[config.mk]
export PLATFORM = sky130hd
export DESIGN_NAME = bbqm_sensor_cond
export DESIGN_NICKNAME = d
export VERILOG_FILES = /design/src/rtl/bbqm_pkg.sv /design/src/rtl/bbqm_debounce.sv /design/src/rtl/bbqm_sensor_cond.sv
export SDC_FILE = /design/constraint.sdc
export NUM_CORES = 1
export LEC_CHECK = 0
export ABC_AREA = 1
export CAP_MARGIN = 10
export CORE_ASPECT_RATIO = 0.75
export CORE_MARGIN = 4
export CORE_UTILIZATION = 45
export DETAILED_ROUTE_END_ITERATION = 10
export GPL_TIMING_DRIVEN = 1
export SLEW_MARGIN = 20
export SYNTH_ARGS = -nofsm -noshare
export SYNTH_HDL_FRONTEND = slang
export SYNTH_HIERARCHICAL = 1
export SYNTH_SLANG_ARGS = --single-unit
[constraint.sdc]
create_clock -name clk -period 3.1 [get_ports clk]
set_input_delay 0.31 -clock clk [delete_from_list [all_inputs] [get_ports clk]]
set_output_delay 0.31 -clock clk [all_outputs]
set_load 0.05 [all_outputs]
[src/rtl/bbqm_pkg.sv]
// Shared definitions for the queue-counter sensor conditioning block:
// FSM state encoding, parameter defaults and pending-counter width.
package bbqm_pkg;

  // 10 ms of stable input at 50 MHz before a new level is accepted.
  localparam int unsigned DB_CYCLES_DEF = 500000;

  // Saturation value of each pending-event counter.
  localparam int unsigned PEND_MAX_DEF = 3;

  // Width of the pending-event counters.
  localparam int unsigned PEND_W = 2;

  // Request FSM: one state per kind of outstanding request.
  typedef enum logic [1:0] {
    IDLE = 2'd0,
    INC  = 2'd1,
    DEC  = 2'd2
  } bbqm_state_e;

endpackage

[src/rtl/bbqm_debounce.sv]
// One sensor channel: two-flop synchronizer, debounce counter, debounced
// level and a one-cycle strobe on each accepted rising level.
module bbqm_debounce
  import bbqm_pkg::*;
#(
  parameter int unsigned DB_CYCLES = DB_CYCLES_DEF
) (
  input  logic clk,
  input  logic reset,
  input  logic sens,
  output logic level,
  output logic rise
);

  localparam int unsigned CNT_W = $clog2(DB_CYCLES + 1);
  localparam logic [CNT_W-1:0] CNT_TOP = CNT_W'(DB_CYCLES);

  logic [1:0]       sync;
  logic [CNT_W-1:0] cnt;

  // Bring the asynchronous photocell into the clk domain.
  always_ff @(posedge clk or negedge reset) begin
    if (!reset) begin
      sync <= 2'b00;
    end else begin
      sync <= {sync[0], sens};
    end
  end

  // Count cycles the synchronized input disagrees with the accepted level;
  // flip the level once the disagreement has lasted DB_CYCLES counts.
  always_ff @(posedge clk or negedge reset) begin
    if (!reset) begin
      cnt   <= '0;
      level <= 1'b0;
      rise  <= 1'b0;
    end else begin
      rise <= 1'b0;
      if (sync[1] == level) begin
        cnt <= '0;
      end else if (cnt == CNT_TOP) begin
        cnt   <= '0;
        level <= ~level;
        rise  <= ~level;
      end else begin
        cnt <= cnt + CNT_W'(1);
      end
    end
  end

endmodule

[src/rtl/bbqm_sensor_cond.sv]
// Sensor conditioning for the queue person counter: debounces the arrival
// and departure photocells, buffers their rising edges as pending events
// and presents them one at a time as increment/decrement requests.
//
// Request/acknowledge: inc_req or dec_req is a level that stays high until
// evt_ack is sampled high on a rising clk edge while it is asserted; that
// edge completes the transfer and consumes one pending event. The request
// then drops for at least one cycle before the next one is raised.
// evt_ack while no request is raised has no effect.
module bbqm_sensor_cond
  import bbqm_pkg::*;
#(
  parameter int unsigned DB_CYCLES = DB_CYCLES_DEF,
  parameter int unsigned PEND_MAX  = PEND_MAX_DEF
) (
  input  logic              clk,
  input  logic              reset,
  input  logic              sens_arr,
  input  logic              sens_dep,
  input  logic              evt_ack,
  output logic              inc_req,
  output logic              dec_req,
  output logic              arr_db,
  output logic              dep_db,
  output logic [PEND_W-1:0] pend_arr,
  output logic [PEND_W-1:0] pend_dep,
  output logic              ovf,
  output bbqm_state_e       fsm_state
);

  localparam logic [PEND_W-1:0] PEND_TOP = PEND_W'(PEND_MAX);

  bbqm_state_e       state;
  bbqm_state_e       state_nxt;
  logic              arr_rise;
  logic              dep_rise;
  logic              arr_ack;
  logic              dep_ack;
  logic [PEND_W-1:0] arr_nxt;
  logic [PEND_W-1:0] dep_nxt;
  logic              lost;

  bbqm_debounce #(.DB_CYCLES(DB_CYCLES)) u_db_arr (
    .clk   (clk),
    .reset (reset),
    .sens  (sens_arr),
    .level (arr_db),
    .rise  (arr_rise)
  );

  bbqm_debounce #(.DB_CYCLES(DB_CYCLES)) u_db_dep (
    .clk   (clk),
    .reset (reset),
    .sens  (sens_dep),
    .level (dep_db),
    .rise  (dep_rise)
  );

  // An acknowledge only counts against the channel currently requested.
  assign arr_ack   = (state == INC) && evt_ack;
  assign dep_ack   = (state == DEC) && evt_ack;
  assign fsm_state = state;

  // Next pending counts: event adds, acknowledge removes, both cancel out;
  // an event arriving at a full counter is dropped and flagged.
  always_comb begin
    arr_nxt = pend_arr;
    dep_nxt = pend_dep;
    lost    = 1'b0;
    if (arr_rise && !arr_ack) begin
      if (pend_arr == PEND_TOP) lost = 1'b1;
      else                      arr_nxt = pend_arr + PEND_W'(1);
    end else if (!arr_rise && arr_ack) begin
      arr_nxt = pend_arr - PEND_W'(1);
    end
    if (dep_rise && !dep_ack) begin
      if (pend_dep == PEND_TOP) lost = 1'b1;
      else                      dep_nxt = pend_dep + PEND_W'(1);
    end else if (!dep_rise && dep_ack) begin
      dep_nxt = pend_dep - PEND_W'(1);
    end
  end

  // Pending counters and the sticky overflow flag.
  always_ff @(posedge clk or negedge reset) begin
    if (!reset) begin
      pend_arr <= '0;
      pend_dep <= '0;
      ovf      <= 1'b0;
    end else begin
      pend_arr <= arr_nxt;
      pend_dep <= dep_nxt;
      if (lost) ovf <= 1'b1;
    end
  end

  // Request FSM state register.
  always_ff @(posedge clk or negedge reset) begin
    if (!reset) state <= IDLE;
    else        state <= state_nxt;
  end

  // Next state and Moore request outputs; departures are served first so
  // the count never lags behind people leaving.
  always_comb begin
    state_nxt = state;
    inc_req   = 1'b0;
    dec_req   = 1'b0;
    case (state)
      IDLE: begin
        if (pend_dep != '0)      state_nxt = DEC;
        else if (pend_arr != '0) state_nxt = INC;
      end
      INC: begin
        inc_req = 1'b1;
        if (evt_ack) state_nxt = IDLE;
      end
      DEC: begin
        dec_req = 1'b1;
        if (evt_ack) state_nxt = IDLE;
      end
      default: state_nxt = IDLE;
    endcase
  end

endmodule

# == Word level (Yosys, flattened, before mapping) ==
# Cells that the tools add are included.
# classes
add_sub_neg,6
n_reduce_logical,21
n_eq_ne,12
bitwise,4
muxes,24
# ops
cell,count
$mux 19,4
$add 19x1->19 const B,2
$eq 19x19->1 const B,2
$mux 2,9
$mux 1,10
$reduce_and 2->1,5
$reduce_bool 2->1,4
$eq 2x2->1 const B,3
$logic_and 1x1->1,6
$add 2x1->2 const B,2
$logic_not 1->1,4
$ne 2x2->1 const B,2
$not 1->1,4
$pmux 2 s2,1
$sub 2x1->2 const B,2
$ne 3x3->1 const B,1
$eq 1x1->1,2
$eq 2x1->1 const B,1
$logic_not 2->1,1
$ne 2x1->1 const B,1
$reduce_or 2->1,1
# totals
out_inout_bits,11
reg_bits,53
wordCells,79

# == Depth between registers and ports, before layout ==
# depth
ltp_word,7
depth_mapped,8
depth_no_buf,8

# == Hierarchy ==
# The synthesis kept the hierarchy.
# by_module_without_submodules
mod,seq_area_each_um2,cells_per_inst,n_inst,area_each_um2
bbqm_debounce,575.6,159,2,1306.3
bbqm_sensor_cond,175.2,61,1,442.9

# == Worst setup path after synthesis ==
# OpenSTA, ideal clock, no wires.
# synth_path
path_type,reg2reg
start,register state[1] (netlist: fsm_state[1])
end,register pend_dep[1]
stages_incl_launch_ff,7
slack_ns,1.298
synth_period_minus_slack_ns,1.802
arrival_ns,1.676
t_required_ns,2.974
path_buffers,0
cell_sequence,dfrtp_1 ha_1 nand2_2 nor2_4 nand2_1 nand2_1 nand3_1
# synth_via
elab_chain_cells,6
# synth_rtl
element,line_no,text
"start, declared",bbqm_sensor_cond.sv:33,bbqm_state_e state;
"start signal, assigned",bbqm_sensor_cond.sv:100,else state <= state_nxt;
$eq 2x2->1 *,bbqm_sensor_cond.sv:61,assign dep_ack = (state == DEC) && evt_ack;
$logic_and 1x1->1 *,bbqm_sensor_cond.sv:61,
$logic_not 1->1,bbqm_sensor_cond.sv:76,if (dep_rise && !dep_ack) begin
$logic_and 1x1->1,bbqm_sensor_cond.sv:76,
$ne 2x2->1 (no source line) or $reduce_bool 2->1 (tied branches),n/a,
$reduce_and 2->1 (no source line),n/a,
"end signal, assigned",bbqm_sensor_cond.sv:92,pend_dep <= dep_nxt;
"end, declared",bbqm_sensor_cond.sv:26,"output logic [PEND_W-1:0] pend_dep,"
# Every way passes the cells marked *; elsewhere a longest branch is shown, timed or not.
# A chain may end at the register's enable or synchronous reset.

# == Worst setup path in the final report ==
# layout_path
start,register state[0] (netlist: fsm_state[0])
end,output port dec_req
# layout_via
elab_chain_cells,2
# layout_rtl
element,line_no,text
$eq 2x2->1,bbqm_sensor_cond.sv:109,case (state)
$mux 1,bbqm_sensor_cond.sv:109,
"end, declared",bbqm_sensor_cond.sv:22,"output logic dec_req,"
# No other way between the ends.

==> summary.md <==
| Metric | Value |
|---|---|
| Top cells by area, synth | `dfrtp_1 (43%), nand2_1 (9.0%), nor2_1 (8.0%)` |
| Status | `finished, violations left` |
| Pre-Repair DR Iteration Count | `4` |
| Die area | `0.008186 sq mm` |
| Num CTS Buffers | `5` |
| Worst Hold Class | `in2async` |
| Buf/Inv on CP | `2` |
| Kind of cell adding the most delay to the critical path | `buffers and inverters` |
| RSZ-0062 raised after global routing | `no` |
| Layout net count | `414` |
| H-tree depth | `2` |
| Final Setup Violations | `0` |
| Slew Viols, Final | `0` |
| Final Util | `52.64%` |
| # resized after CTS | `0` |
| I/O Pins | `16` |
| Vias | `2347` |
| Max rail drop VDD | `0.2175 mV` |
| IO Port Bufs | `15` |
| Clock sink count | `53` |
| Lkg Pwr | `1.430 nW` |
| Min Tclk post-route | `2.117 ns` |
| Seq/Total Area, Yosys | `43.41%` |
| Worst setup path class | `reg2out` |
| Final hold vios | `4` |
| Mapped Nets | `391` |
| Post-Syn Area | `0.003055 sq mm` |
| Initial core utilization | `between 40% and 50%` |
| CTS tree | `built` |
| Pre-CTS WS | `1.312 ns` |
| Measured slew at the worst slew-check pin | `0.5850 ns` |
| CTS max path bufs | `2` |
| Core region area | `roughly 0.0064 sq mm` |
| Mean Syn Cell Area | `8.062 sq um` |
| Cell area after layout | `0.003392 sq mm` |
| Setup TNS | `0 ns` |
| Largest net degree at the start of global routing | `28` |
| Drt via density | `roughly 4.8` |
| Initial DRC count | `147` |
| Wirelength per Cell | `12.64 um` |
| Reg2Reg Setup Slack | `1.55 ns` |
| Initial antenna violation count | `0` |
| Area leader, netlist | `dfrtp_1` |
| Post-route DRC | `0` |
| Chip Width | `103.1 um` |
| Post-synth top area share | `43.41%` |
| Post-Route Skew | `0.007769 ns` |
| Violated checks | `negative hold slack` |
| Clock transition at path regs | `~0.090 ns` |
| All-Layer GR Usage | `16.96%` |
| Rel. slew slack | `61.00%` |
| Arrival @ worst endpoint | `1.81 ns` |
| Post-Synthesis Cells | `379` |
| Crit end category | `output port` |
| Die Span Y | `between 70 and 80 um` |
| Vias in the first global route | `2240` |
| #FFs+latches synth | `53` |
| CP max stage cell | `clkdlybuf4s50_1` |
| Hold-fix buffers, CTS | `0` |
| Final WS setup | `slightly below 1 ns` |
| Number of post-CTS setup repair buffers | `0` |
| CP peak stage delay | `about 0.8 ns` |
| HPWL after DPL | `~4.7 mm` |
| Crit-path max FO | `3` |
| Final ANT Viol Nets | `0` |
| Layout area overhead | `11.02%` |
| Ant diodes | `0` |
| Startpoint types | `flop` |
| Layout cell share with drive strength beyond 1 | `18.11%` |
| Crit share post-route | `68.29%` |
| First-pass GRT wire length | `between 10 and 15 mm` |
| Fill count | `617` |
| Max Clk Rate | `roughly 470 MHz` |
| FP Rows | `25` |
| Clock root cell | `clkbuf_8` |
| DRT Wirelength | `6.118 mm` |
| Max-cap violations | `0` |
| WHS | `-0.004691 ns` |
| Dpl cell area | `0.003309 sq mm` |
| GRT overflow | `0` |
| Clock Latency Late Sink | `around 0.3 ns` |
| CP Cell Sequence | `inv_1 > ha_1 > clkdlybuf4s50_1` |
| Synth cell types | `26` |
| Synth warn | `6` |
| WP data required | `2.79 ns` |
| Routability cong. | `0.8975` |
| PD cells | `421.1 mW/mm^2` |
## worst reg2reg max path, stage by stage, from the launching register on
cell     delay, ns
dfrtp_1       0.44
inv_2         0.10
ha_1          0.19
nand4_1       0.12
nor2_1        0.12
nand2_1       0.20
nand2_2       0.22
nor2_1        0.06
## placed cells by master (no fill, tap or decap), types with 4 or more instances in the layout
master	synthesis	final
nand2_1	73	73
nor2_1	65	65
dfrtp_1	53	53
inv_1	38	38
nand3_1	27	27
nand2_2	18	18
clkdlybuf4s50_1	0	14
xor2_1	12	12
nor2_4	11	11
inv_2	11	11
nor2_2	10	10
nand4_1	8	8
ha_1	7	7
nand3b_1	6	6
nor3_1	6	6
o21ai_1	6	6
xnor2_1	6	6
clkbuf_8	0	5
nand3_2	4	4
## cell usage after synthesis, drive strengths merged
master and n:
inv 49, ha 7, a21oi 4, clkinv 2, o21ai 10, nand3 31
nor2 86, nand2 93, o21bai 2, nand3b 6, dfrtp 53, nand4 8
xnor2 6, xor2 14, nor3 8
## routing by layer
layer  GRT usage, %  share of wire (%)  wire [um]  up-vias
met5              0                  0          0        -
li1               -                  -          -     1231
met2          22.28                 39       2372       39
met3          3.424                5.6        343        2
met4          4.269               0.44         27        0
met1          27.69                 55       3375     1075
## worst paths after layout
| kind | startpoint | to | cells past startpoint |
|---|---|---|---|
| worst max-delay path | fsm_state[0]$_DFFE_PN0P_ | dec_req | 3 |
| max in group asynchronous | reset | u_db_arr/cnt[17]$_DFF_PN0_ | 2 |
| worst min-delay path | reset | u_db_arr/cnt[10]$_DFF_PN0_ | 1 |
| min in group clk | u_db_dep/sync[0]$_DFF_PN0_ | u_db_dep/sync[1]$_DFF_PN0_ | 0 |
| worst max register to register | u_db_dep/cnt[0]$_DFF_PN0_ | u_db_dep/cnt[2]$_DFF_PN0_ | 7 |
| worst min register to register | u_db_dep/sync[0]$_DFF_PN0_ | u_db_dep/sync[1]$_DFF_PN0_ | 0 |
## cells by family (layout without fill, tap and decap cells)
logic type | count (synthesis) | in the layout | share of synthesized area (%)
compound gates | 16 | 16 | 3.276
xor+xnor | 20 | 20 | 6.224
fa+ha+maj | 7 | 7 | 2.866
buf+inv | 51 | 75 | 6.266
flops | 53 | 53 | 43.41
simple gates | 232 | 232 | 37.96
## area by class of cell
type,instances,area (sq um),area share [%]
Clock inverter,2,10.01,0.2951
Inverter,51,191.4,5.644
Clock buffer,6,72.57,2.139
Multi-Input combinational cell,275,1538,45.33
Timing Repair Buffer,16,152.6,4.500
Sequential cell,53,1326,39.10
Tap cell,81,101.3,2.988
## sequential cells by signal, summed over array words and instances, names as in the netlist
signal,count
u_db_dep/rise,1
u_db_arr/rise,1
u_db_arr/sync,2
u_db_arr/cnt,19
ovf,1
fsm_state,2
u_db_dep/level,1
u_db_dep/cnt,19
pend_dep,2
u_db_arr/level,1
pend_arr,2
u_db_dep/sync,2
## through the flow
step / cells / total power, W
after floorplan: 379 / 0.0009675
after global placement: 476 / 0.001068
after detailed placement: 476 / 0.001067
after CTS: 484 / 0.001456
after global routing: 484 / 0.001519
final: 484 / 0.001428
## report_power, final
| group | switching (W) | total [W] | internal, W | leakage, nW |
|---|---|---|---|---|
| sequential | 0.0000332 | 0.000753 | 0.000720 | 0.721 |
| combinational | 0.000205 | 0.000300 | 0.0000949 | 0.664 |
| clock | 0.000219 | 0.000376 | 0.000157 | 0.0450 |
| total | 0.000457 | 0.00143 | 0.000972 | 1.43 |
Note: power is estimated with default switching activity, not from simulation.
